## config.mk

```make
export PLATFORM = sky130hd
export DESIGN_NAME = armstrong_seq
export DESIGN_NICKNAME = d
export VERILOG_FILES = /design/src/rtl/armstrong_pkg.sv /design/src/rtl/digit_pow.sv /design/src/rtl/armstrong_seq.sv
export SDC_FILE = /design/constraint.sdc
export NUM_CORES = 1
export LEC_CHECK = 0
export ABC_AREA = 1
export CORE_AREA = 5 5 125 127
export CTS_CLUSTER_SIZE = 16
export DETAILED_ROUTE_END_ITERATION = 10
export DIE_AREA = 0 0 130 132
export GPL_TIMING_DRIVEN = 0
export MAX_ROUTING_LAYER = met4
export PLACE_DENSITY_LB_ADDON = 0.3
export REMOVE_ABC_BUFFERS = 1
export SKIP_LAST_GASP = 1
export SLEW_MARGIN = 20
export SYNTH_ARGS = -nofsm -noshare
export SYNTH_HDL_FRONTEND = slang
export SYNTH_SLANG_ARGS = --single-unit
export TNS_END_PERCENT = 1
```

## constraint.sdc

```tcl
create_clock -name clk -period 10.2 [get_ports clk]
set_clock_uncertainty 0.2 [all_clocks]
set_input_delay 1.02 -clock clk [delete_from_list [all_inputs] [get_ports clk]]
set_output_delay 1.02 -clock clk [all_outputs]
set_load 0.02 [all_outputs]
```

## src/rtl/armstrong_pkg.sv

```systemverilog
// rtl/armstrong_pkg.sv - shared types and constants for the Armstrong number checker
package armstrong_pkg;

  localparam int RADIX = 10;

  typedef enum logic [2:0] {
    IDLE  = 3'd0,
    COUNT = 3'd1,
    LOAD  = 3'd2,
    DIGIT = 3'd3,
    POW   = 3'd4,
    ACC   = 3'd5,
    DONE  = 3'd6
  } state_t;

  // Number of decimal digits needed for the largest w-bit value, 2^w-1.
  function automatic int dec_digits(input int w);
    longint unsigned v;
    int n;
    v = (64'd1 << w) - 64'd1;
    n = 0;
    for (int i = 0; i < 20; i++) begin
      if (v != 64'd0) begin
        n++;
        v = v / 64'(RADIX);
      end
    end
    return n;
  endfunction

endpackage

```

## src/rtl/digit_pow.sv

```systemverilog
// rtl/digit_pow.sv - sequential saturating d^k power unit, one multiply per cycle
module digit_pow #(
  parameter int W  = 9,
  parameter int KW = 2
) (
  input  logic          clk,
  input  logic          rst,
  input  logic          start,
  input  logic [3:0]    d,
  input  logic [KW-1:0] k,
  output logic [W:0]    pw,
  output logic          sat,
  output logic          done
);

  localparam logic [W:0] SAT_VAL = {1'b1, {W{1'b0}}};

  logic [3:0]    d_q;
  logic [KW-1:0] e;
  logic          busy;
  logic [W+4:0]  prod;
  logic          prod_over;

  assign prod      = {4'b0000, pw} * {{(W + 1){1'b0}}, d_q};
  assign prod_over = |prod[W+4:W];
  // done marks the last multiply cycle so the caller leaves on the same edge
  assign done      = busy && (e == k - KW'(1));

  always_ff @(posedge clk) begin
    if (rst) begin
      d_q  <= '0;
      e    <= '0;
      pw   <= '0;
      sat  <= 1'b0;
      busy <= 1'b0;
    end else if (start) begin
      d_q  <= d;
      e    <= '0;
      pw   <= (W + 1)'(1);
      sat  <= 1'b0;
      busy <= 1'b1;
    end else if (busy) begin
      pw  <= prod_over ? SAT_VAL : prod[W:0];
      sat <= sat | prod_over;
      e   <= e + KW'(1);
      if (done) begin
        busy <= 1'b0;
      end
    end
  end

endmodule

```

## src/rtl/armstrong_seq.sv

```systemverilog
// rtl/armstrong_seq.sv - streaming Armstrong number checker with one shared power datapath
module armstrong_seq
  import armstrong_pkg::*;
#(
  parameter  int W    = 9,
  localparam int MAXD = dec_digits(W),
  localparam int KW   = $clog2(MAXD + 1)
) (
  input  logic          clk,
  input  logic          rst,
  input  logic          in_valid,
  output logic          in_ready,
  input  logic [W-1:0]  in_num,
  output logic          out_valid,
  input  logic          out_ready,
  output logic [W-1:0]  out_num,
  output logic [KW-1:0] out_digits,
  output logic          is_armstrong
);

  localparam logic [W:0] SAT_VAL = {1'b1, {W{1'b0}}};

  state_t        state, state_nxt;
  logic [W-1:0]  num;
  logic [W-1:0]  tmp;
  logic [W-1:0]  tmp_div;
  logic [3:0]    tmp_mod;
  logic [KW-1:0] k;
  logic [W:0]    sum;
  logic [W:0]    sum_nxt;
  logic [W+1:0]  sum_ext;
  logic          sum_over;
  logic          ovf;

  logic          pow_start;
  logic [W:0]    pow_pw;
  logic          pow_sat;
  logic          pow_done;

  // Division by the constant radix only; no general divider
  assign tmp_div  = tmp / W'(RADIX);
  assign tmp_mod  = 4'(tmp % W'(RADIX));

  assign sum_ext  = {1'b0, sum} + {1'b0, pow_pw};
  assign sum_over = sum_ext[W+1] | sum_ext[W];
  assign sum_nxt  = sum_over ? SAT_VAL : sum_ext[W:0];

  assign out_num    = num;
  assign out_digits = k;

  digit_pow #(
    .W  (W),
    .KW (KW)
  ) u_digit_pow (
    .clk   (clk),
    .rst   (rst),
    .start (pow_start),
    .d     (tmp_mod),
    .k     (k),
    .pw    (pow_pw),
    .sat   (pow_sat),
    .done  (pow_done)
  );

  always_ff @(posedge clk) begin
    if (rst) begin
      state <= IDLE;
    end else begin
      state <= state_nxt;
    end
  end

  always_comb begin
    state_nxt = state;
    case (state)
      IDLE:    if (in_valid) state_nxt = COUNT;
      COUNT:   if (tmp_div == '0) state_nxt = LOAD;
      LOAD:    state_nxt = DIGIT;
      DIGIT:   state_nxt = POW;
      POW:     if (pow_done) state_nxt = ACC;
      ACC:     state_nxt = (tmp == '0) ? DONE : DIGIT;
      DONE:    if (out_ready) state_nxt = IDLE;
      default: state_nxt = IDLE;
    endcase
  end

  always_comb begin
    in_ready     = 1'b0;
    out_valid    = 1'b0;
    pow_start    = 1'b0;
    is_armstrong = 1'b0;
    case (state)
      IDLE:  in_ready = 1'b1;
      DIGIT: pow_start = 1'b1;
      DONE: begin
        out_valid    = 1'b1;
        is_armstrong = !ovf && (sum == {1'b0, num});
      end
      default: ;
    endcase
  end

  // tmp is reused: digit counting first, then digit extraction after LOAD
  always_ff @(posedge clk) begin
    if (rst) begin
      num <= '0;
      tmp <= '0;
      k   <= '0;
      sum <= '0;
      ovf <= 1'b0;
    end else begin
      case (state)
        IDLE: begin
          if (in_valid) begin
            num <= in_num;
            tmp <= in_num;
            k   <= '0;
            ovf <= 1'b0;
          end
        end
        COUNT: begin
          tmp <= tmp_div;
          k   <= k + KW'(1);
        end
        LOAD: begin
          tmp <= num;
          sum <= '0;
        end
        DIGIT: tmp <= tmp_div;
        ACC: begin
          sum <= sum_nxt;
          ovf <= ovf | pow_sat | sum_over;
        end
        default: ;
      endcase
    end
  end

endmodule

```

==> results_tabular.tex, run 1 <==
\begin{tabular}{lr}
\hline
Metric & Value \\
\hline
\multicolumn{2}{l}{\textbf{Outcome}} \\
\quad Result of the run & finished, final reports clean \\
\multicolumn{2}{l}{\textbf{Finish}} \\
\quad Combined area of the multi-input logic cells & 2730 um\^{}2 \\
\quad Final net count & 688 \\
\quad Share of final-layout standard cells stronger than drive strength 1 & 7.95\% \\
\quad Core Util, Final & 33.8\% \\
\quad Signed area change from the synthesized netlist to the final layout & 15.0\% \\
\quad Summed area of non-filler cells in the final layout & 4840 um\^{}2 \\
\quad Fill cells & 1,521 \\
\quad Area taken by flip-flops and latches & 1040 um\^{}2 \\
\quad Number of antenna repair diodes & 0 \\
\multicolumn{2}{l}{\textbf{Clock network}} \\
\quad TritonCTS clock tree & yes \\
\quad Buffer type at the clock tree root & sky130\_fd\_sc\_hd\_\_clkbuf\_16 \\
\quad Level count of the clock H-tree & 2 \\
\quad Post-CTS Repair Setup Buffers & 0 \\
\quad Deepest clock path buffer count & 2 \\
\quad Clock Latency Late Sink & 290 ps \\
\quad Post-CTS sizing & 0 \\
\quad Clock Sinks & 52 \\
\quad Hold-fix buffer count after cts & 0 \\
\quad Clk pin slew, worst setup/hold paths & 70 ps \\
\quad Total CTS buffers & 5 \\
\multicolumn{2}{l}{\textbf{Logic synthesis}} \\
\quad Post-synthesis register bit count & 52 \\
\quad Post-Synthesis Cells & 609 \\
\quad Fraction of synthesized cell area in xor and xnor cells & 2.29\% \\
\quad Adder and majority cell fraction of the synthesized area & 17.0\% \\
\quad Cell type with the largest total area after synthesis & sky130\_fd\_sc\_hd\_\_dfxtp\_1 \\
\quad Synth top area share & 24.7\% \\
\quad Compound-gate portion of the synthesized area & 16.5\% \\
\quad Largest family of logic cells by synthesized area & simple AND/OR/NAND/NOR gates \\
\quad Number of different library cells in the post-synthesis netlist & 43 \\
\quad EDFF count, synth & 0 \\
\quad Area share of and/or/nand/nor cells after synthesis & 28.9\% \\
\quad Combined area of all synthesized cells & 4210 um\^{}2 \\
\quad Proportion of synthesized area in mux cells & 0\% \\
\quad Async set-reset flop share out of synthesis & 0\% \\
\quad Sequential area share after synthesis & 24.7\% \\
\quad Cell types with the largest area share after synthesis & sky130\_fd\_sc\_hd\_\_dfxtp\_1, sky130\_fd\_sc\_hd\_\_nand2\_1, sky130\_fd\_sc\_hd\_\_ha\_1 \\
\quad Most instantiated flip-flop cell in the synthesis netlist & sky130\_fd\_sc\_hd\_\_dfxtp\_1 \\
\quad Mean cell area of the mapped netlist & 6.91 um\^{}2 \\
\quad YS warnings & 0 \\
\quad Most frequent cell after synthesis & sky130\_fd\_sc\_hd\_\_nand2\_1 \\
\quad List of most frequent post-synthesis cells & sky130\_fd\_sc\_hd\_\_nand2\_1, sky130\_fd\_sc\_hd\_\_inv\_1, sky130\_fd\_sc\_hd\_\_dfxtp\_1 \\
\multicolumn{2}{l}{\textbf{Die}} \\
\quad Total number of placement rows & 44 \\
\quad Die height & 132 um \\
\quad Area of the placeable core & 14,300 um\^{}2 \\
\quad Starting utilization of the core area & 29.4\% \\
\quad Top Ports & 27 \\
\quad Width of the chip & 130 um \\
\quad Die area & 17,200 um\^{}2 \\
\multicolumn{2}{l}{\textbf{Critical path}} \\
\quad Worst path buffer plus inverter count & 0 \\
\quad Data arrival time at the worst-slack endpoint & 4750 ps \\
\quad CP endpoint & u\_digit\_pow.pw[7]\$\_SDFFE\_PP0P\_ \\
\quad Cell family contributing the most delay on the critical path & adder cells \\
\quad Kind of launch point of the worst setup path & flop \\
\quad Path type of the worst setup path & flop to flop \\
\quad Cell depth of the worst flop-to-flop path & 15 \\
\quad Setup slack on the worst flop-to-flop path & 5490 ps \\
\quad Ordered cell list for the critical path & nand2\_1 -> fa\_1 -> fa\_1 -> fa\_1 -> o21ai\_0 -> nand2\_1 -> a21oi\_1 -> nor2\_1 -> nor3\_1 -> o21ai\_0 -> a221o\_1 -> a21oi\_1 -> or2\_2 -> nand2\_1 -> nor2\_1 \\
\quad Start point of the critical path & u\_digit\_pow.d\_q[3]\$\_SDFFE\_PP0P\_ \\
\quad Data required time at the worst endpoint & 10,240 ps \\
\quad Worst flop-to-flop path startpoint & u\_digit\_pow.d\_q[3]\$\_SDFFE\_PP0P\_ \\
\quad Cell with the largest stage delay on the worst path & sky130\_fd\_sc\_hd\_\_a21oi\_1 \\
\quad Critical Path Sink Type & flop \\
\quad Maximum fanout along the worst path & 11 \\
\quad Crit. path cell count & 15 \\
\quad Crit-path max cell delay & 630 ps \\
\quad Crit Reg-Reg Endpoint & u\_digit\_pow.pw[7]\$\_SDFFE\_PP0P\_ \\
\multicolumn{2}{l}{\textbf{Power and ir drop}} \\
\quad Pleak & 2.35 nW \\
\quad Max IR drop VDD & 0.000241 V \\
\quad Power density of the placed cells & 289 nW/um\^{}2 \\
\multicolumn{2}{l}{\textbf{Timing}} \\
\quad Finish-stage setup viols & 0 \\
\quad Max\_slew headroom & 26.5\% \\
\quad Final number of max-transition violations & 0 \\
\quad Post-route minimum period & 4710 ps \\
\quad Portion of the clock cycle consumed by the worst path in the final layout & 46.2\% \\
\quad Crit path setup slack, layout & 5490 ps \\
\quad WHS & 286 ps \\
\quad Unrepaired setup endpoints after global routing & false \\
\quad Final setup TNS & 0 ps \\
\quad Number of hold violations in the final report & 0 \\
\quad Top achievable clock speed & 0.212 GHz \\
\quad Transition time of the tightest slew-check pin & 1100 ps \\
\multicolumn{2}{l}{\textbf{Routing}} \\
\quad Antenna-violating nets left & 0 \\
\quad Routed length per instance & 13.1 um \\
\quad Residual DRC count & 0 \\
\quad Routed wire length & 10,600 um \\
\quad Vias after detailed routing & 3,943 \\
\quad Detailed Routing Iterations Pass 1 & 4 \\
\quad Iteration-0 DRC count of the detailed router & 169 \\
\quad Vias per cell & 4.85 \\
\multicolumn{2}{l}{\textbf{Min path}} \\
\quad Worst min-delay path class & flop to flop \\
\quad Worst hold path cell count & 2 \\
\multicolumn{2}{l}{\textbf{Placement}} \\
\quad Routability-driven placement congestion ratio & 0.859 \\
\quad Post-DP Area & 4640 um\^{}2 \\
\quad Total of buffers placed on input and output ports & 26 \\
\quad Placement Setup Slack & 5460 ps \\
\quad Detailed placement HPWL & 8320 um \\
\multicolumn{2}{l}{\textbf{GRT}} \\
\quad Overflow left after global routing & 0 \\
\quad Overall fraction of global-route tracks in use & 13.2\% \\
\quad Wire length of the first global-routing pass & 18,400 um \\
\quad Number of antenna violations at the first check in global routing & 0 \\
\quad Via count of the first global-routing pass & 3,862 \\
\quad Largest net degree at the start of global routing & 26 \\
\multicolumn{2}{l}{\textbf{Run}} \\
\quad Max\_cap viols & 0 \\
\hline
\end{tabular}
==> sequential cells by signal (all words and copies together) (netlist names) <==
| signal | cells |
|---|---|
| ovf | 1 |
| tmp | 9 |
| u_digit_pow.sat | 1 |
| state | 3 |
| u_digit_pow.e | 2 |
| out_num | 9 |
| u_digit_pow.busy | 1 |
| u_digit_pow.d_q | 4 |
| u_digit_pow.pw | 10 |
| out_digits | 2 |
| sum | 10 |
==> cells by family after synthesis <==
| logic type | Yosys count |
|---|---|
| AO/OA/AOI/OAI | 116 |
| adder cells (fa/ha/maj) | 47 |
| buffers and inverters | 117 |
| flip-flops | 52 |
| AND/OR/NAND/NOR | 266 |
| XOR/XNOR | 11 |
==> cell type report <==
type | count | share of cell area [%]
Timing Repair Buffer | 26 | 5.38
Inverter | 103 | 7.99
Sequential cell | 52 | 21.5
Tap cell | 184 | 4.76
Clock inverter | 3 | 1.42
Multi-Input combinational cell | 440 | 56.3
Clock buffer | 5 | 2.59
==> metrics by stage <==
stage / power, mW / instances
after global routing: 1.53 / 813
after CTS: 1.40 / 813
after global placement: 1.15 / 805
after detailed placement: 1.18 / 805
after floorplan: 0.978 / 595
final: 1.40 / 813
==> cell usage in the layout (no fill, tap or decap), types with 7 or more instances in the layout <==
master / instances
sky130_fd_sc_hd__inv_1: 96
sky130_fd_sc_hd__o21ai_0: 27
sky130_fd_sc_hd__clkdlybuf4s50_1: 26
sky130_fd_sc_hd__dfxtp_1: 52
sky130_fd_sc_hd__ha_1: 30
sky130_fd_sc_hd__nand3_1: 31
sky130_fd_sc_hd__nand2_1: 141
sky130_fd_sc_hd__nand2_4: 7
sky130_fd_sc_hd__a221oi_1: 12
sky130_fd_sc_hd__fa_1: 17
sky130_fd_sc_hd__nand2_2: 12
sky130_fd_sc_hd__nor2_1: 46
sky130_fd_sc_hd__a21oi_1: 51
==> worst reg2reg max path, delay by kind of cell, from the launching register on <==
family	cells	cell delay (ps)
compound gates	5	1440
fa+ha+maj	3	1550
simple gates	7	920
flops	1	560
==> where the power goes <==
part / leakage [nW] / internal (mW) / switching [mW] / total, mW
logic: 1.83 / 0.294 / 0.573 / 0.867
registers: 0.424 / 0.246 / 0.0612 / 0.307
clock network: 0.0944 / 0.142 / 0.0813 / 0.223
==> routing by layer <==
layer	routed length (um)	share of wire, %	GRT usage, %	vias up
met5	0	0	-	-
met4	150	1.4	2.94	0
met3	225	2.1	1.66	10
met2	5330	50	22.3	52
met1	4940	46	16.9	1867
li1	-	-	-	2014
==> worst min-delay path by stage <==
stage,start,endpoint,slack (ps)
floorplan,u_digit_pow.sat$_SDFFE_PP0P_,u_digit_pow.sat$_SDFFE_PP0P_,230
global placement,u_digit_pow.sat$_SDFFE_PP0P_,u_digit_pow.sat$_SDFFE_PP0P_,270
detailed placement,u_digit_pow.sat$_SDFFE_PP0P_,u_digit_pow.sat$_SDFFE_PP0P_,280
CTS,u_digit_pow.sat$_SDFFE_PP0P_,u_digit_pow.sat$_SDFFE_PP0P_,300
global route,u_digit_pow.sat$_SDFFE_PP0P_,u_digit_pow.sat$_SDFFE_PP0P_,300
finish,u_digit_pow.sat$_SDFFE_PP0P_,u_digit_pow.sat$_SDFFE_PP0P_,290
No activity file was read; power rests on OpenSTA's default activity.
==> run 2, diff against run 1 <==
- clock period: 10.2 -> 4.04 ns (I/O delays scaled with it)
==> run 2 against run 1 <==
Net effect:
- clock power grew to 2.5 times the previous value
- worst hold slack about the same
- sequential power increased to 2.5 times the previous value
- combinational power rose to 2.6 times the previous value
- flip-flop and latch count did not move
- setup slack lost 5300 ps
- sequential share of layout area shrank 0.19 points
- global-route usage is 0.26 points higher
- critical path type unchanged
- largest power group unchanged
==> results_tabular.tex, run 2 (synthesis gave the netlist of run 1 again) <==
\begin{tabular}{lr}
\hline
Metric & Value \\
\hline
\multicolumn{2}{l}{\textbf{Outcome}} \\
\quad Result of the run & finished, final reports clean \\
\multicolumn{2}{l}{\textbf{Die}} \\
\quad Total number of placement rows & 44 \\
\quad Die area & 17,200 um\^{}2 \\
\quad Top Ports & 27 \\
\quad Starting utilization of the core area & 29.4\% \\
\quad Width of the chip & 130 um \\
\quad Die height & 132 um \\
\quad Area of the placeable core & 14,300 um\^{}2 \\
\multicolumn{2}{l}{\textbf{Clock network}} \\
\quad Hold-fix buffer count after cts & 0 \\
\quad TritonCTS clock tree & yes \\
\quad Clk pin slew, worst setup/hold paths & 70 ps \\
\quad Total CTS buffers & 5 \\
\quad Clock Latency Late Sink & 290 ps \\
\quad Buffer type at the clock tree root & sky130\_fd\_sc\_hd\_\_clkbuf\_16 \\
\quad Deepest clock path buffer count & 2 \\
\quad Clock Sinks & 52 \\
\quad Level count of the clock H-tree & 2 \\
\multicolumn{2}{l}{\textbf{Routing}} \\
\quad Vias after detailed routing & 3,993 \\
\quad Iteration-0 DRC count of the detailed router & 195 \\
\quad Antenna-violating nets left & 0 \\
\quad Residual DRC count & 0 \\
\quad Routed wire length & 11,100 um \\
\quad Vias per cell & 4.86 \\
\quad Routed length per instance & 13.5 um \\
\quad Detailed Routing Iterations Pass 1 & 4 \\
\multicolumn{2}{l}{\textbf{Critical path}} \\
\quad Critical Path Sink Type & flop \\
\quad Maximum fanout along the worst path & 6 \\
\quad Setup slack on the worst flop-to-flop path & 210 ps \\
\quad Cell with the largest stage delay on the worst path & sky130\_fd\_sc\_hd\_\_fa\_1 \\
\quad Worst path most repeated cell & sky130\_fd\_sc\_hd\_\_nand2\_1 \\
\quad Ordered cell list for the critical path & nand2\_1 -> fa\_1 -> inv\_1 -> fa\_1 -> ha\_4 -> a21oi\_1 -> nand2\_1 -> a21oi\_2 -> o21bai\_2 -> a21oi\_2 -> o21ai\_2 -> a221o\_1 -> a21oi\_4 -> or2\_2 -> nand2\_1 -> nor2\_1 \\
\quad Path type of the worst setup path & flop to flop \\
\quad Data required time at the worst endpoint & 4080 ps \\
\quad Data arrival time at the worst-slack endpoint & 3860 ps \\
\quad Kind of launch point of the worst setup path & flop \\
\quad Crit-path max cell delay & 530 ps \\
\multicolumn{2}{l}{\textbf{Finish}} \\
\quad Leading registers by flop count & sum: 10 flops, u\_digit\_pow.pw: 10 flops \\
\quad Most common cell after layout, fill and taps aside & sky130\_fd\_sc\_hd\_\_nand2\_1 \\
\quad Signed area change from the synthesized netlist to the final layout & 19.1\% \\
\quad Share of final-layout standard cells stronger than drive strength 1 & 12.5\% \\
\quad Fill cells & 1,508 \\
\quad Number of antenna repair diodes & 0 \\
\quad Commonest cells after routing, fill and taps aside & sky130\_fd\_sc\_hd\_\_nand2\_1, sky130\_fd\_sc\_hd\_\_inv\_1, sky130\_fd\_sc\_hd\_\_a21oi\_1 \\
\quad Final net count & 697 \\
\quad Core Util, Final & 35.0\% \\
\multicolumn{2}{l}{\textbf{GRT}} \\
\quad Met3 layer usage reported by global route & 1.70\% \\
\quad Overall fraction of global-route tracks in use & 13.5\% \\
\quad Overflow left after global routing & 0 \\
\quad Number of antenna violations at the first check in global routing & 0 \\
\quad Met2 track demand over resource in global routing & 22.8\% \\
\quad Via count of the first global-routing pass & 3,896 \\
\quad Wire length of the first global-routing pass & 18,700 um \\
\quad Global-route layer with the greatest usage & met2 \\
\quad GR met1 Demand/Resource & 17.1\% \\
\quad Largest net degree at the start of global routing & 26 \\
\multicolumn{2}{l}{\textbf{Timing}} \\
\quad Number of hold violations in the final report & 0 \\
\quad Final number of max-transition violations & 0 \\
\quad Final setup TNS & 0 ps \\
\quad Top achievable clock speed & 0.261 GHz \\
\quad Portion of the clock cycle consumed by the worst path in the final layout & 94.7\% \\
\quad Max\_slew headroom & 25.2\% \\
\quad Post-route minimum period & 3830 ps \\
\quad Finish-stage setup viols & 0 \\
\quad Transition time of the tightest slew-check pin & 1120 ps \\
\quad Unrepaired setup endpoints after global routing & false \\
\multicolumn{2}{l}{\textbf{Placement}} \\
\quad Detailed placement HPWL & 8320 um \\
\quad Total of buffers placed on input and output ports & 26 \\
\quad Routability-driven placement congestion ratio & 0.859 \\
\multicolumn{2}{l}{\textbf{Min path}} \\
\quad Worst min-delay path class & flop to flop \\
\multicolumn{2}{l}{\textbf{Power and ir drop}} \\
\quad Max IR drop VDD & 0.000609 V \\
\quad Power density of the placed cells & 709 nW/um\^{}2 \\
\quad Pleak & 2.41 nW \\
\multicolumn{2}{l}{\textbf{Run}} \\
\quad Max\_cap viols & 0 \\
\hline
\end{tabular}
-- run 2: power breakdown --
| group | internal, mW | switching (mW) |
|---|---|---|
| combinational | 0.758 | 1.46 |
| clock | 0.358 | 0.204 |
| sequential | 0.624 | 0.147 |
| total | 1.74 | 1.81 |
-- run 2: routing by layer --
metal | up-vias | share of wire (%)
met5 | - | 0
met4 | 0 | 1.4
met3 | 10 | 2.3
met2 | 46 | 50
li1 | 2036 | -
met1 | 1901 | 46
-- run 2: final cells by class --
| type | count | area, um^2 | share of cell area, % |
|---|---|---|---|
| Timing Repair Buffer | 34 | 315 | 6.29 |
| Clock buffer | 5 | 125 | 2.50 |
| Multi-Input combinational cell | 441 | 2820 | 56.2 |
| Inverter | 103 | 387 | 7.72 |
| Clock inverter | 3 | 68.8 | 1.37 |
| Tap cell | 184 | 230 | 4.59 |
| Sequential cell | 52 | 1070 | 21.3 |
-- run 2: path summary, 6_finish.rpt --
path	from	cells after the start	endpoint
worst max-delay path	u_digit_pow.d_q[3]$_SDFFE_PP0P_	16	u_digit_pow.pw[7]$_SDFFE_PP0P_
worst min-delay path	u_digit_pow.sat$_SDFFE_PP0P_	2	u_digit_pow.sat$_SDFFE_PP0P_
worst max register to register	u_digit_pow.d_q[3]$_SDFFE_PP0P_	16	u_digit_pow.pw[7]$_SDFFE_PP0P_
worst min register to register	u_digit_pow.sat$_SDFFE_PP0P_	2	u_digit_pow.sat$_SDFFE_PP0P_
-- run 2: timing repair --
action / CTS / global route
setup buffers: 0 / 8
cloned: 1 / 0
hold endpoints to repair: 0 / 0
gates resized for setup: 19 / 13
setup endpoints to repair: 11 / 11
pin swaps: 1 / 9
-- run 2: worst max-delay path: cells and delay by family (launching register included) --
kind / cells / cell delay (ps)
buf+inv: 1 / 50
simple gates: 5 / 510
flops: 1 / 390
fa+ha+maj: 3 / 1290
compound gates: 7 / 1310
-- run 2: metrics by stage --
| stage | std cells | setup slack, ps | instance area (um^2) | power, mW | hold slack, ps |
|---|---|---|---|---|---|
| 3_3_place_gp | 805 | -678 | 4640 | 2.90 | 270 |
| 5_1_grt | 822 | 7.23 | 5010 | 3.89 | 305 |
| 3_5_place_dp | 805 | -697 | 4640 | 2.98 | 283 |
| 6_report | 822 | 215 | 5010 | 3.55 | 286 |
| 4_1_cts | 814 | 32.1 | 4900 | 3.55 | 295 |
| 2_1_floorplan | 595 | 94.0 | 4150 | 2.47 | 230 |
==> run 3, diff against run 2 <==
- CORE_AREA: 5 5 125 127 -> 5 5 102 104
- DIE_AREA: 0 0 130 132 -> 0 0 107 109
- SYNTH_HIERARCHICAL: default -> 1
==> run 3 against run 2 <==
Net effect:
- die area shrank 32%
- highest routed layer unchanged
- flip-flop and latch count is the same
- non-clock buffer count shrank 8
==> results_tabular.tex, run 3 <==
\begin{tabular}{lr}
\hline
Metric & Value \\
\hline
\multicolumn{2}{l}{\textbf{Clock network}} \\
\quad Clock Sinks & 52 \\
\quad Buffer type at the clock tree root & sky130\_fd\_sc\_hd\_\_clkbuf\_8 \\
\quad Post-CTS sizing & 0 \\
\quad Post-CTS Repair Setup Buffers & 0 \\
\quad Clock Latency Late Sink & 320 ps \\
\quad Deepest clock path buffer count & 2 \\
\quad Clk pin slew, worst setup/hold paths & 90 ps \\
\quad TritonCTS clock tree & yes \\
\quad Level count of the clock H-tree & 2 \\
\quad Total CTS buffers & 5 \\
\quad Hold-fix buffer count after cts & 0 \\
\multicolumn{2}{l}{\textbf{Logic synthesis}} \\
\quad Cell types with the largest area share after synthesis & sky130\_fd\_sc\_hd\_\_dfxtp\_1, sky130\_fd\_sc\_hd\_\_nand2\_1, sky130\_fd\_sc\_hd\_\_inv\_1 \\
\quad Post-synthesis register bit count & 52 \\
\quad List of most frequent post-synthesis cells & sky130\_fd\_sc\_hd\_\_nand2\_1, sky130\_fd\_sc\_hd\_\_inv\_1, sky130\_fd\_sc\_hd\_\_nor2\_1 \\
\quad EDFF count, synth & 0 \\
\quad Most instantiated flip-flop cell in the synthesis netlist & sky130\_fd\_sc\_hd\_\_dfxtp\_1 \\
\quad Cell type with the largest total area after synthesis & sky130\_fd\_sc\_hd\_\_dfxtp\_1 \\
\quad Number of different library cells in the post-synthesis netlist & 49 \\
\quad Sequential area share after synthesis & 22.8\% \\
\quad Async set-reset flop share out of synthesis & 0\% \\
\quad Combined area of all synthesized cells & 4580 um\^{}2 \\
\quad Synth top area share & 22.8\% \\
\quad Post-Synthesis Cells & 697 \\
\quad Mean cell area of the mapped netlist & 6.56 um\^{}2 \\
\quad Most frequent cell after synthesis & sky130\_fd\_sc\_hd\_\_nand2\_1 \\
\quad YS warnings & 6 \\
\multicolumn{2}{l}{\textbf{Finish}} \\
\quad Finished Layout Cells & 833 \\
\quad Final net count & 778 \\
\quad Leading registers by flop count & sum: 10 flops, u\_digit\_pow/pw: 10 flops \\
\quad Number of antenna repair diodes & 0 \\
\quad Most common cell after layout, fill and taps aside & sky130\_fd\_sc\_hd\_\_nand2\_1 \\
\quad Commonest cells after routing, fill and taps aside & sky130\_fd\_sc\_hd\_\_nand2\_1, sky130\_fd\_sc\_hd\_\_inv\_1, sky130\_fd\_sc\_hd\_\_nor2\_1 \\
\quad Signed area change from the synthesized netlist to the final layout & 9.95\% \\
\quad Share of final-layout standard cells stronger than drive strength 1 & 8.48\% \\
\multicolumn{2}{l}{\textbf{GRT}} \\
\quad Overflow left after global routing & 0 \\
\quad Via count of the first global-routing pass & 4,145 \\
\quad Number of antenna violations at the first check in global routing & 0 \\
\quad Largest net degree at the start of global routing & 30 \\
\quad Overall fraction of global-route tracks in use & 20.4\% \\
\quad Wire length of the first global-routing pass & 19,000 um \\
\multicolumn{2}{l}{\textbf{Critical path}} \\
\quad Worst flop-to-flop path startpoint & u\_digit\_pow/d\_q[3]\$\_SDFFE\_PP0P\_ \\
\quad Crit-path max cell delay & 610 ps \\
\quad Cell family contributing the most delay on the critical path & adder cells \\
\quad Maximum fanout along the worst path & 11 \\
\quad Cell depth of the worst flop-to-flop path & 15 \\
\quad Worst path buffer plus inverter count & 3 \\
\quad Ordered cell list for the critical path & nand2\_1 -> fa\_1 -> inv\_1 -> fa\_1 -> ha\_1 -> nand2\_2 -> inv\_1 -> a21oi\_1 -> nand3\_1 -> nand2\_1 -> nand2\_1 -> nor2\_4 -> nand3\_4 -> o21ai\_0 -> inv\_1 \\
\quad Data required time at the worst endpoint & 4050 ps \\
\quad Path type of the worst setup path & flop to flop \\
\quad Cell with the largest stage delay on the worst path & sky130\_fd\_sc\_hd\_\_dfxtp\_1 \\
\quad Crit Reg-Reg Endpoint & u\_digit\_pow/pw[9]\$\_SDFFE\_PP0P\_ \\
\quad Critical Path Sink Type & flop \\
\quad Data arrival time at the worst-slack endpoint & 3720 ps \\
\quad Setup slack on the worst flop-to-flop path & 320 ps \\
\quad Kind of launch point of the worst setup path & flop \\
\multicolumn{2}{l}{\textbf{Timing}} \\
\quad Final setup TNS & 0 ps \\
\quad Final number of max-transition violations & 0 \\
\quad Portion of the clock cycle consumed by the worst path in the final layout & 92.0\% \\
\quad Max\_slew headroom & 32.5\% \\
\quad Number of hold violations in the final report & 0 \\
\quad Finish-stage setup viols & 0 \\
\quad Transition time of the tightest slew-check pin & 1010 ps \\
\quad Post-route minimum period & 3720 ps \\
\quad Top achievable clock speed & 0.269 GHz \\
\quad Unrepaired setup endpoints after global routing & false \\
\multicolumn{2}{l}{\textbf{Outcome}} \\
\quad Result of the run & finished, final reports clean \\
\multicolumn{2}{l}{\textbf{Min path}} \\
\quad End point of the worst hold path & u\_digit\_pow/sat\$\_SDFFE\_PP0P\_ \\
\quad Worst min-delay path class & flop to flop \\
\quad Start point of the worst min-delay path & u\_digit\_pow/sat\$\_SDFFE\_PP0P\_ \\
\quad Worst hold path cell count & 2 \\
\multicolumn{2}{l}{\textbf{Routing}} \\
\quad Residual DRC count & 0 \\
\quad Antenna-violating nets left & 0 \\
\quad Routed length per instance & 13.2 um \\
\quad Detailed Routing Iterations Pass 1 & 5 \\
\quad Vias after detailed routing & 4,400 \\
\quad Iteration-0 DRC count of the detailed router & 263 \\
\quad Vias per cell & 5.28 \\
\quad Routed wire length & 11,000 um \\
\multicolumn{2}{l}{\textbf{Die}} \\
\quad Die height & 109 um \\
\quad Width of the chip & 107 um \\
\quad Die area & 11,700 um\^{}2 \\
\quad Starting utilization of the core area & 48.4\% \\
\quad Area of the placeable core & 9460 um\^{}2 \\
\quad Total number of placement rows & 36 \\
\quad Top Ports & 27 \\
\multicolumn{2}{l}{\textbf{Placement}} \\
\quad Total of buffers placed on input and output ports & 26 \\
\quad Placed insts & 825 \\
\quad Detailed placement HPWL & 8830 um \\
\quad Routability-driven placement congestion ratio & 0.897 \\
\multicolumn{2}{l}{\textbf{Power and ir drop}} \\
\quad Max IR drop VDD & 0.000414 V \\
\quad Pleak & 2.69 nW \\
\quad Power density of the placed cells & 593 nW/um\^{}2 \\
\multicolumn{2}{l}{\textbf{Run}} \\
\quad Max\_cap viols & 0 \\
\hline
\end{tabular}
==> run 3: how the worst max path moves through the flow <==
stage	from	slack (ps)	endpoint	depth (start not counted)
CTS	u_digit_pow/d_q[3]$_SDFFE_PP0P_	350	u_digit_pow/pw[5]$_SDFFE_PP0P_	16
finish	u_digit_pow/d_q[3]$_SDFFE_PP0P_	320	u_digit_pow/pw[9]$_SDFFE_PP0P_	15
global placement	u_digit_pow/d_q[3]$_SDFFE_PP0P_	400	u_digit_pow/pw[9]$_SDFFE_PP0P_	15
floorplan	u_digit_pow/d_q[3]$_SDFFE_PP0P_	780	u_digit_pow/pw[5]$_SDFFE_PP0P_	16
global route	u_digit_pow/d_q[3]$_SDFFE_PP0P_	70	u_digit_pow/pw[7]$_SDFFE_PP0P_	16
detailed placement	u_digit_pow/d_q[3]$_SDFFE_PP0P_	400	u_digit_pow/pw[9]$_SDFFE_PP0P_	15
==> run 3: logic make-up after synthesis <==
family / synth area share (%)
simple gates: 33.4
buf+inv: 11.9
compound gates: 13.6
flops: 22.8
fa+ha+maj: 15.6
xor+xnor: 2.30
mux: 0.438
==> run 3: metal layers <==
layer / GRT usage [%] / up-vias / routed length, um
li1: - / 2255 / -
met1: 24.8 / 2056 / 4980
met2: 36.2 / 73 / 5500
met3: 2.25 / 16 / 366
met4: 5.75 / 0 / 169
met5: - / - / 0
==> run 3: cell type report <==
type / count / area [um^2]
Clock buffer: 5 / 68.8
Clock inverter: 3 / 42.5
Fill cell: 926 / 4430
Inverter: 131 / 492
Multi-Input combinational cell: 502 / 2990
Sequential cell: 52 / 1040
Tap cell: 114 / 143
Timing Repair Buffer: 26 / 255
==> run 3: tightest hold or removal path, cell delays in order, from the launching register on <==
cell,delay [ps]
sky130_fd_sc_hd__dfxtp_1,320
sky130_fd_sc_hd__inv_1,50
sky130_fd_sc_hd__a21oi_1,50
==> run 3: power breakdown <==
part           switching, mW  total, mW  internal (mW)
Clock                  0.181      0.364          0.184
Sequential             0.134      0.743          0.609
Combinational           1.19       1.87          0.680
==> run 3: stage by stage <==
step / cell area, um^2 / setup slack, ps / util, % / hold slack [ps] / total power [mW]
after CTS: 5040 / 355 / 53.2 / 267 / 2.99
after global routing: 5030 / 71.6 / 53.2 / 293 / 3.24
after detailed placement: 4920 / 404 / 52.1 / 254 / 2.62
after global placement: 4920 / 399 / 52.1 / 246 / 2.56
after floorplan: 4520 / 782 / - / 230 / 2.19
final: 5030 / 324 / 53.2 / 269 / 2.98
==> edit 1: new RTL, flow settings as in run 2 <==
Encoding of `state_t`: now one-hot (7 bits for 7 states).
--- a/src/rtl/armstrong_pkg.sv
+++ b/src/rtl/armstrong_pkg.sv
@@ -3,14 +3,14 @@
 
   localparam int RADIX = 10;
 
-  typedef enum logic [2:0] {
-    IDLE  = 3'd0,
-    COUNT = 3'd1,
-    LOAD  = 3'd2,
-    DIGIT = 3'd3,
-    POW   = 3'd4,
-    ACC   = 3'd5,
-    DONE  = 3'd6
+  typedef enum logic [6:0] {
+    IDLE  = 7'b0000001,
+    COUNT = 7'b0000010,
+    LOAD  = 7'b0000100,
+    DIGIT = 7'b0001000,
+    POW   = 7'b0010000,
+    ACC   = 7'b0100000,
+    DONE  = 7'b1000000
   } state_t;
 
   // Number of decimal digits needed for the largest w-bit value, 2^w-1.
Behaviour: no difference found for any inputs over 10 cycles, from zero or initial values and one cycle with rst high; not proved beyond that.
==> edit 1 against run 2 <==
- setup slack lost 0.029 ns
- power is 0.40% lower
- routed wire length up 1.2%
- design area increased by 4.5%
- synthesized area increased by 4.1%
- sequential cell count is 4 higher
- sequential share of layout area up 0.70 points
- utilization is 1.6 points higher
- critical endpoint is now u_digit_pow.pw[0]$_SDFFE_PP0P_
- largest cell class unchanged
==> edit 1: results (changes against run 2) <==
[drt]
dr.first_iter.drc_count=212  ; was 195
ant_nets=0  ; unchanged
wirelength_mm=11.2  ; was 11.1 mm
routed_via_density=4.93  ; was 4.86
drt_first_pass_iters=5  ; was 4
via_count=4131  ; was 3,993

[critical_path]
worst-r2r-cell-count=19  ; was 16
critPathLaunch=u_digit_pow.d_q[1]$_SDFFE_PP0P_  ; was u_digit_pow.d_q[3]$_SDFFE_PP0P_
reg2reg_slack_ns=0.19  ; was 0.21 ns
crit_end=u_digit_pow.pw[0]$_SDFFE_PP0P_  ; was u_digit_pow.pw[7]$_SDFFE_PP0P_
cpPeakStageDelay_ns=0.58  ; was 0.53 ns
crit_fanout=8  ; was 6
crit_family=adder cells  ; was compound AO/OA/AOI/OAI gates

[layout]
nFillCells=1524  ; was 1,508
final_nets=714  ; was 697
drive_gt1_frac=0.145  ; was 0.125
top_regs=sum: 10 flops, u_digit_pow.pw: 10 flops  ; unchanged
antennaDiodeCount=0  ; unchanged

[logic_synthesis]
avgSynthCellArea_sq_um=7.05  ; was 6.91 sq um
async_flop_share=0  ; unchanged
yosysSeqAreaShare=0.256  ; was 0.247
synthTopCellsByArea=dfxtp_1 26%, nand2_1 11%, ha_1 8.6%  ; was dfxtp_1 25%, nand2_1 13%, ha_1 8.9%
yosys_warnings=0  ; unchanged
synth-main-ff-cell=dfxtp_1  ; unchanged
synth_common_cells=134 x nand2_1, 92 x inv_1, 56 x dfxtp_1  ; was 141 x nand2_1, 96 x inv_1, 52 x dfxtp_1
ys_types=43  ; unchanged

[global_route]
grt_first_pass_wirelength_mm=18.7  ; about the same
grt_usage=0.133  ; was 0.135
antenna_found_initial=0  ; unchanged
grt_max_degree=28  ; was 26
grt_pass1_vias=4021  ; was 3,896

[clock_network]
cts_max_level=2  ; unchanged
cts-root-buf=clkbuf_16  ; unchanged
numCtsBuffers=5  ; unchanged

[hold_path]
holdPathEnd=sum[0]$_SDFFE_PP0P_  ; was u_digit_pow.sat$_SDFFE_PP0P_
hp-class=reg -> reg  ; unchanged
hp-start=sum[0]$_SDFFE_PP0P_  ; was u_digit_pow.sat$_SDFFE_PP0P_
whs_path_depth=2  ; unchanged

[pwr]
ir_drop_mv=0.508  ; was 0.609 mV
swShare=0.522  ; was 0.510
pg_seq_mw=0.718  ; was 0.771 mW
leakage_nw=2.50  ; was 2.41 nW
clk-power_mw=0.447  ; was 0.562 mW

[placed_design]
io_buffers=26  ; unchanged
pre_cts_ws_ns=-0.664  ; was -0.697 ns
dp_hpwl_mm=8.65  ; was 8.32 mm
place_congestion=0.820  ; was 0.859
dp.cells=818  ; was 805
dpl-instance-area_sq_um=4820  ; was 4640 sq um

[sta]
setup_ws_ns=0.186  ; was 0.215 ns
relSlewSlack=0.430  ; was 0.252

[run_status]
outcome=finished, final reports clean  ; unchanged

edit 1: metrics by stage:
| stage | TNS, ns | util | hold slack, ns | total power, mW |
|---|---|---|---|---|
| global route | 0 | 0.366 | 0.301 | 3.88 |
| floorplan | 0 | - | 0.235 | 2.65 |
| finish | 0 | 0.366 | 0.300 | 3.54 |
| detailed placement | -5.68 | 0.337 | 0.288 | 3.11 |
| CTS | 0 | 0.352 | 0.299 | 3.56 |
| global placement | -4.41 | 0.337 | 0.279 | 3.04 |
edit 1: worst min-delay path: cells and delay by family, from the launching register on:
family | cells | cell delay, ns
DFF | 1 | 0.33
AOI/OAI and AO/OA | 1 | 0.06
and+or+nand+nor | 1 | 0.07
edit 1: layer usage:
| metal | up-vias | GRT usage | routed length [um] |
|---|---|---|---|
| met5 | - | - | 0 |
| li1 | 2094 | - | - |
| met1 | 1937 | 0.178 | 5380 |
| met4 | 0 | 0.0219 | 99 |
| met3 | 8 | 0.0158 | 320 |
| met2 | 92 | 0.219 | 5390 |
edit 1: timing repair:
action	4_1_cts	5_1_grt
resized for setup	18	27
pin swaps	4	15
setup buffers	2	11
endpoints found under the setup margin	11	11
edit 1: area by class of cell:
cell class	instances	area (sq um)	area share
flip-flops and latches	56	1150	0.220
inverters	100	375	0.0717
well taps	184	230	0.0439
clock buffers	7	153	0.0291
repair buffers	39	354	0.0676
multi-input cells	452	2970	0.567
edit 1: cells by family (layout without fill, tap and decap cells):
logic type	count (synthesis)	after routing	synth area share
compound gates	114	114	0.153
flops	56	56	0.256
buf+inv	113	146	0.0971
fa+ha+maj	47	47	0.163
xor+xnor	18	18	0.0360
simple gates	273	273	0.294
==> edit 2: new RTL, config.mk and constraints of run 2 <==
Made on the original files. `W` is set to 9 in 2 places; all go to 18.
--- a/src/rtl/digit_pow.sv
+++ b/src/rtl/digit_pow.sv
@@ -1,6 +1,6 @@
 // rtl/digit_pow.sv - sequential saturating d^k power unit, one multiply per cycle
 module digit_pow #(
-  parameter int W  = 9,
+  parameter int W  = 18,
   parameter int KW = 2
 ) (
   input  logic          clk,
--- a/src/rtl/armstrong_seq.sv
+++ b/src/rtl/armstrong_seq.sv
@@ -2,7 +2,7 @@
 module armstrong_seq
   import armstrong_pkg::*;
 #(
-  parameter  int W    = 9,
+  parameter  int W    = 18,
   localparam int MAXD = dec_digits(W),
   localparam int KW   = $clog2(MAXD + 1)
 ) (
Interface: changed (resized in_num, out_digits and out_num); port bits go from 27 to 46. The function was not compared with the original's and may differ.
==> edit 2 against run 2 <==
- the flow now finishes with violations (negative setup slack)
- setup slack worse by 2.1 ns
- sequential cell count up 38
- design area up 87%
- global-route usage up 11 points
- cell count up 67%
- synthesized area up 89%
- routed wire length up 83%
- synthesized cell count up 86%
- via count up 92%
- utilization up 30 points
- largest cell class unchanged
Power is left out: the tool's default activity adds up to more than one toggle a clock period on the data nets, which glitch-free logic cannot reach.
==> edit 2: results (changes against run 2) <==
[run_status]
outcome=complete, but fails checks  ; was finished, final reports clean
failed_checks=negative setup slack

[layout]
flops_and_latches=90  ; was 52
comb.multi_input.count=834  ; was 441
sh_seq_area=0.194  ; was 0.213
inverters=175  ; was 103
buffers=76  ; was 34
buf_share=0.0741  ; was 0.0629
area_delta_synth_final_pct=17.6  ; was 19.1%
clk_share=0.0303  ; was 0.0387

[global_route]
grt_usage=0.241  ; was 0.135
grt_first_pass_wirelength_mm=33.7  ; was 18.7 mm

[sta]
finalSetupViolations=52  ; was 0
max_slew.worst_pin.slew_ns=0.902  ; was 1.12 ns
setup_ws_ns=-1.92  ; was 0.215 ns
holdWs_ns=0.273  ; was 0.286 ns

[logic_synthesis]
yosysSeqAreaShare=0.226  ; was 0.247
synth_common_cells=283 x nand2_1, 150 x inv_1, 90 x dfxtp_1  ; was 141 x nand2_1, 96 x inv_1, 52 x dfxtp_1
synthesis.instances=1133  ; was 609
ys_types=51  ; was 43

[critical_path]
crit_family=simple AND/OR/NAND/NOR gates  ; was compound AO/OA/AOI/OAI gates
arrival_ns=5.98  ; was 3.86 ns
crit_slowest_cell=dfxtp_4  ; was fa_1

[placed_design]
io_buffers=45  ; was 26
pre_cts_ws_ns=-2.15  ; was -0.697 ns
place_congestion=0.886  ; was 0.859
dp_hpwl_mm=14.7  ; was 8.32 mm
dp.cells=1330  ; was 805

[clock_network]
cts_max_level=3  ; was 2

[drt]
detail_route.wirelength.met1_mm=8.75  ; was 5.11 mm
wl_met3_um=941  ; was 259 um
via_count=7678  ; was 3,993
route.met2.wl_mm=10.2  ; was 5.54 mm

## edit 2: changes by cell type after synthesis, moves of 20 or more
cell / change
nand3_1: +43
dfxtp_1: +38
ha_1: +20
a21oi_1: +38
clkbuf_1: +21
nand2_2: +27
inv_1: +54
nand2_1: +142
## edit 2: logic make-up (layout without fill, tap and decap cells)
family | after synthesis | count (layout) | synth area share
AO/OA/AOI/OAI | 211 | 211 | 0.171
AND/OR/NAND/NOR | 506 | 506 | 0.302
multiplexers | 1 | 1 | 0.00141
XOR/XNOR | 31 | 31 | 0.0341
buffers and inverters | 209 | 267 | 0.0994
flip-flops | 90 | 90 | 0.226
adder cells (fa/ha/maj) | 85 | 85 | 0.166
## edit 2: layer usage
layer / track usage / up-vias
li1: - / 3844
met1: 0.300 / 3636
met2: 0.414 / 174
met3: 0.0308 / 24
met4: 0.0577 / 0
met5: - / -
## edit 2: what timing repair did
action | CTS | global route
setup buffers | 24 | 5
setup endpoints to repair | 52 | 53
gates resized for setup | 54 | 26
pin swaps | 28 | 30
